==> config.mk <==
export PLATFORM = sky130hd
export DESIGN_NAME = writeback_arbiter
export DESIGN_NICKNAME = d
export VERILOG_FILES = /design/src/rtl/writeback_arbiter.sv
export SDC_FILE = /design/constraint.sdc
export NUM_CORES = 1
export LEC_CHECK = 0
export ABC_AREA = 1
export CORE_UTILIZATION = 50
export CTS_BUF_LIST = sky130_fd_sc_hd__clkbuf_2
export DETAILED_ROUTE_END_ITERATION = 8
export PLACE_DENSITY = 0.88
export SLEW_MARGIN = 20
export SYNTH_ARGS = -nofsm -noshare
export SYNTH_HDL_FRONTEND = slang
export SYNTH_SLANG_ARGS = --single-unit
==> constraint.sdc <==
create_clock -name clk -period 4.1 [get_ports clk]
set_input_delay 0.82 -clock clk [delete_from_list [all_inputs] [get_ports clk]]
set_output_delay 0.82 -clock clk [all_outputs]
set_load 0.01 [all_outputs]
==> src/rtl/writeback_arbiter.sv <==
// Register-file write-port arbiter: fixed-priority ALU writeback merged with a
// FIFO-buffered long-latency result stream, plus a pending-write scoreboard.
module writeback_arbiter #(
    parameter int DEPTH        = 2,
    parameter int STARVE_LIMIT = 4
) (
    input  logic        clk,
    input  logic        reset,
    input  logic        AluWrite,
    input  logic [4:0]  AluReg,
    input  logic [31:0] AluData,
    input  logic        LongValid,
    input  logic [4:0]  LongReg,
    input  logic [31:0] LongData,
    output logic        LongReady,
    input  logic        IssueValid,
    input  logic [4:0]  IssueReg,
    input  logic [4:0]  ReadRegister1,
    input  logic [4:0]  ReadRegister2,
    output logic        Busy1,
    output logic        Busy2,
    output logic        DrainReq,
    output logic        RegWrite,
    output logic [4:0]  WriteRegister,
    output logic [31:0] WriteData
);
    localparam int PTR_W = (DEPTH > 1) ? $clog2(DEPTH) : 1;
    localparam int CNT_W = $clog2(DEPTH + 1);
    localparam int STV_W = $clog2(STARVE_LIMIT + 1);

    logic [4:0]       reg_mem  [DEPTH];
    logic [31:0]      data_mem [DEPTH];
    logic [PTR_W-1:0] wr_ptr_reg, wr_ptr_next;
    logic [PTR_W-1:0] rd_ptr_reg, rd_ptr_next;
    logic [CNT_W-1:0] count_reg, count_next;
    logic [STV_W-1:0] starve_reg, starve_next;
    logic [31:0]      pending_reg, pending_next;
    logic             reg_write_reg, reg_write_next;
    logic [4:0]       write_register_reg, write_register_next;
    logic [31:0]      write_data_reg, write_data_next;

    logic        alu_hit, fifo_empty, push, pop, clear_valid, set_valid;
    logic [4:0]  head_reg;
    logic [31:0] head_data;

    assign alu_hit    = AluWrite && (AluReg != 5'd0);
    assign fifo_empty = (count_reg == '0);
    // Readiness depends only on the registered count: a pop never frees a slot
    // for a push on the same edge.
    assign LongReady  = !reset && (count_reg < CNT_W'(DEPTH));
    assign push       = LongValid && LongReady;
    assign pop        = !alu_hit && !fifo_empty;
    assign head_reg   = reg_mem[rd_ptr_reg];
    assign head_data  = data_mem[rd_ptr_reg];
    assign clear_valid = pop && (head_reg != 5'd0);
    assign set_valid   = IssueValid && (IssueReg != 5'd0);

    assign Busy1         = pending_reg[ReadRegister1];
    assign Busy2         = pending_reg[ReadRegister2];
    assign DrainReq      = (starve_reg == STV_W'(STARVE_LIMIT));
    assign RegWrite      = reg_write_reg;
    assign WriteRegister = write_register_reg;
    assign WriteData     = write_data_reg;

    // Scoreboard bits: set beats clear on the same edge; bit 0 never pends.
    assign pending_next[0] = 1'b0;
    generate
        for (genvar gi = 1; gi < 32; gi++) begin : g_pending
            assign pending_next[gi] = (set_valid && (IssueReg == 5'(gi))) ||
                                      (pending_reg[gi] && !(clear_valid && (head_reg == 5'(gi))));
        end
    endgenerate

    always_comb begin
        wr_ptr_next         = wr_ptr_reg;
        rd_ptr_next         = rd_ptr_reg;
        count_next          = count_reg;
        starve_next         = starve_reg;
        reg_write_next      = 1'b0;
        write_register_next = 5'd0;
        write_data_next     = 32'd0;

        if (push)
            wr_ptr_next = (wr_ptr_reg == PTR_W'(DEPTH - 1)) ? '0 : wr_ptr_reg + 1'b1;
        if (pop)
            rd_ptr_next = (rd_ptr_reg == PTR_W'(DEPTH - 1)) ? '0 : rd_ptr_reg + 1'b1;

        case ({push, pop})
            2'b10:   count_next = count_reg + 1'b1;
            2'b01:   count_next = count_reg - 1'b1;
            default: count_next = count_reg;
        endcase

        if (fifo_empty || pop)
            starve_next = '0;
        else if (starve_reg < STV_W'(STARVE_LIMIT))
            starve_next = starve_reg + 1'b1;

        if (alu_hit) begin
            reg_write_next      = 1'b1;
            write_register_next = AluReg;
            write_data_next     = AluData;
        end else if (pop) begin
            // A long result aimed at r0 is consumed without a write.
            reg_write_next      = (head_reg != 5'd0);
            write_register_next = head_reg;
            write_data_next     = head_data;
        end
    end

    always_ff @(posedge clk) begin
        if (push) begin
            reg_mem[wr_ptr_reg]  <= LongReg;
            data_mem[wr_ptr_reg] <= LongData;
        end
    end

    always_ff @(posedge clk) begin
        if (reset) begin
            wr_ptr_reg         <= '0;
            rd_ptr_reg         <= '0;
            count_reg          <= '0;
            starve_reg         <= '0;
            pending_reg        <= '0;
            reg_write_reg      <= 1'b0;
            write_register_reg <= 5'd0;
            write_data_reg     <= 32'd0;
        end else begin
            wr_ptr_reg         <= wr_ptr_next;
            rd_ptr_reg         <= rd_ptr_next;
            count_reg          <= count_next;
            starve_reg         <= starve_next;
            pending_reg        <= pending_next;
            reg_write_reg      <= reg_write_next;
            write_register_reg <= write_register_next;
            write_data_reg     <= write_data_next;
        end
    end
endmodule
==> impl_metrics.csv <==
group,metric,value,unit
cells_and_area,post_route_cells_drive_above_1_share,0.08234,
cells_and_area,fill_cells,1008,
power,sw_frac_of_total,0.2944,
timing,skew,0.03005,ns
cells_and_area,final_area,0.008237,mm^2
global_route,track_usage,0.2496,
detailed_routing,drc_errors,0,
min_path,holdCritPathClass,"input pin to flip-flop",
clocking,cts_tree,"built",
power,netSwitchingPower,0.0009202,W
cells_and_area,syn_to_final_growth,26.45,%
clocking,ctsHoldBuffers,0,
power,power,0.003126,W
cells_and_area,layout.nets,922,
cells_and_area,largest_reg_flops,64,
timing,hold_viol,0,
synth,synth_cell_type_count,33,
timing,relSlewSlack,0.4261,
synth,synth_edf_count,74,
setup_path,cp.arrival,2.85,ns
detailed_routing,vias_per_cell,5.328,
setup_path,end_kind,"primary output",
floorplanning,die_w,116.1,um
timing,rsz0062_at_grt,"no",
clocking,clock_latency,0.72,ns
clocking,path_clk_slew,0.20,ns
detailed_routing,first_pass_iters,8,
synth,netlist_top_cells_area,"edfxtp_1 (34%), dfxtp_1 (24%), nand2_1 (11%), nand3_1 (5.6%), mux2i_1 (4.9%)",
detailed_routing,vias,5381,
synth,synth_cells,695,
synth,yosysSeqAreaShare,0.5778,
clocking,cts_max_level,4,
timing,fin_crit_sh,0.8945,
global_route,grt_max_degree,76,
global_route,gr-total-overflow,0,
clocking,numClockSinks,151,
detailed_routing,first_iter_violations,515,
setup_path,cp-start-kind,"input pin",
power,vdd_drop_max,0.0002765,V
floorplanning,rows,41,
place,placed_area,0.007986,mm^2
global_route,antenna_found_initial,0,
synth,yosysTopAreaCell,"edfxtp_1",
floorplanning,die_area,0.01349,mm^2
power,power_frac_seq,0.544,
power,comb_power_share,0.183,
run_status,status,"completed",
place,gp_congestion,0.9663,
setup_path,crit_type,"input pin to primary output",
detailed_routing,routedWlPerCell,15.64,um
floorplanning,initial_core_util,0.5141,
synth,syn_area,0.006514,mm^2
timing,hold_ws,0.4745,ns
synth,async_reset_ff_frac,0,
synth,synth_top_area_share,0.3411,
timing,tightest_slew,0.8609,ns
clocking,post-cts-setup-buffers,0,
synth,ys.flop_type,"dfxtp_1",
clocking,cts_max_path_buffers,2,
clocking,cts_made_buffers,17,
floorplanning,core_area,0.01267,mm^2
power,power_density,379.5,mW/mm^2
detailed_routing,ant_nets,0,
detailed_routing,drt-total-wl,15.79,mm
place,place_ws,0.4534,ns
timing,finalMaxSlewViolations,0,
synth,syn-num-nets,792,
global_route,grt_pass1_vias,5277,
run,max-cap-violations,0,
synth,synth_seq_cells,151,
place,dp_hpwl,10.81,mm
power,power_frac_clock,0.273,
setup_path,critical_path_peak_fanout,9,
floorplanning,ioPinCount,136,
timing,period_needed,3.667,ns
power,p_leak,2.961,nW
synth,synth.avg_cell_area,9.372,um^2
timing,setup_ws,0.4327,ns
setup_path,required,3.28,ns
timing,timing.setup.tns,0,ns
global_route,grt_pass1_wl,25.32,mm
place,io_buffers,135,
clocking,cts_root_buf,"clkbuf_2",
power,p_int,0.002206,W
synth,yosysWarnings,0,
timing,fmax,272.7,MHz
timing,finalSetupViolCount,0,
clocking,ctsResizeCount,0,
cells_and_area,antennaDiodeCount,0,
floorplanning,die_h,116.1,um
## cell usage after synthesis, types with 2 or more instances
cell      instances
a21oi_1          35
a21oi_2           9
buf_2             9
buf_4             3
buf_6             3
clkbuf_1         16
clkinv_1          3
dfxtp_1          77
edfxtp_1         74
ha_1              3
inv_1            38
inv_2             3
mux2i_1          32
nand2_1         197
nand2_2           4
nand2_4           2
nand3_1          73
nor2_1           43
nor3_1            4
o211ai_1          3
o21ai_0          16
o21ai_1           3
o31ai_1          35
## cells in the final DEF (no fill, tap or decap), types with 2 or more instances in the layout
cell type,netlist,final
nand2_4,2,2
nand2_1,197,197
edfxtp_1,74,74
inv_6,0,5
o21ai_1,3,3
a21oi_2,9,9
mux2i_1,32,32
bufinv_16,0,2
o21ai_0,16,16
clkbuf_2,0,17
nor3_1,4,4
inv_2,3,3
a21oi_1,35,35
o31ai_1,35,35
nor2_4,1,3
clkinv_4,0,3
dfxtp_1,77,76
o211ai_1,3,3
clkinvlp_4,0,2
inv_1,38,38
nand2_2,4,4
ha_1,3,3
nand3_1,73,73
clkdlybuf4s50_1,0,134
nor2_1,43,41
buf_4,3,8
clkinv_1,3,4
## worst paths after layout
path,start,end,slack (ns),cells past startpoint
max,ReadRegister2[1],Busy2,0.43,10
min,reset,wr_ptr_reg$_SDFFE_PP0P_,0.47,4
max reg2reg,count_reg[1]$_SDFFE_PP0P_,count_reg[1]$_SDFFE_PP0P_,2.00,10
min reg2reg,pending_reg[4]$_SDFF_PP0_,pending_reg[4]$_SDFF_PP0_,0.49,2
## stage by stage
step	utilization	instances
after floorplan	-	695
after global placement	0.6303	978
after detailed placement	0.6303	978
after CTS	0.6500	1010
after global routing	0.6500	1010
final	0.6500	1010
## power groups by stage
stage               Sequential, W  Combinational (W)  Clock [W]
finish                    0.00170           0.000571   0.000855
global route              0.00171           0.000619   0.000933
CTS                       0.00170           0.000571   0.000869
detailed placement        0.00173           0.000569          0
global placement          0.00173           0.000559          0
floorplan                 0.00174           0.000314          0
## metal layers
layer,up-vias,part of all wire,track usage
li1,2630,-,-
met1,2445,0.39,0.2929
met2,263,0.47,0.4095
met3,43,0.10,0.08355
met4,0,0.032,0.1282
met5,-,0,0
## logic make-up (layout without fill, tap and decap cells)
family,Yosys count,count (layout),share of synthesized area
DFF,151,151,0.5778
buffers and inverters,77,220,0.05167
adders and majority gates,3,3,0.005763
AOI/OAI and AO/OA,103,103,0.09989
muxes,32,32,0.04917
and+or+nand+nor,329,329,0.2157
## worst max-delay path: stages
cell,delay (ns)
clkdlybuf4s50_1,0.65
clkinv_1,0.30
a21oi_1,0.18
o21ai_0,0.10
nand3_1,0.07
nand3_1,0.07
nand2_1,0.05
nand2_1,0.04
nand2_1,0.05
clkdlybuf4s50_1,0.52
## area by class of cell
type	count	area [um^2]	area share
Sequential cell	151	3765	0.4571
Multi-Input combinational cell	467	2429	0.2949
Timing Repair Buffer	143	1406	0.1707
Tap cell	172	215.2	0.02613
Inverter	45	171.4	0.02081
Clock inverter	15	165.2	0.02005
Clock buffer	17	85.08	0.01033
(Power assumes the default switching activity.)
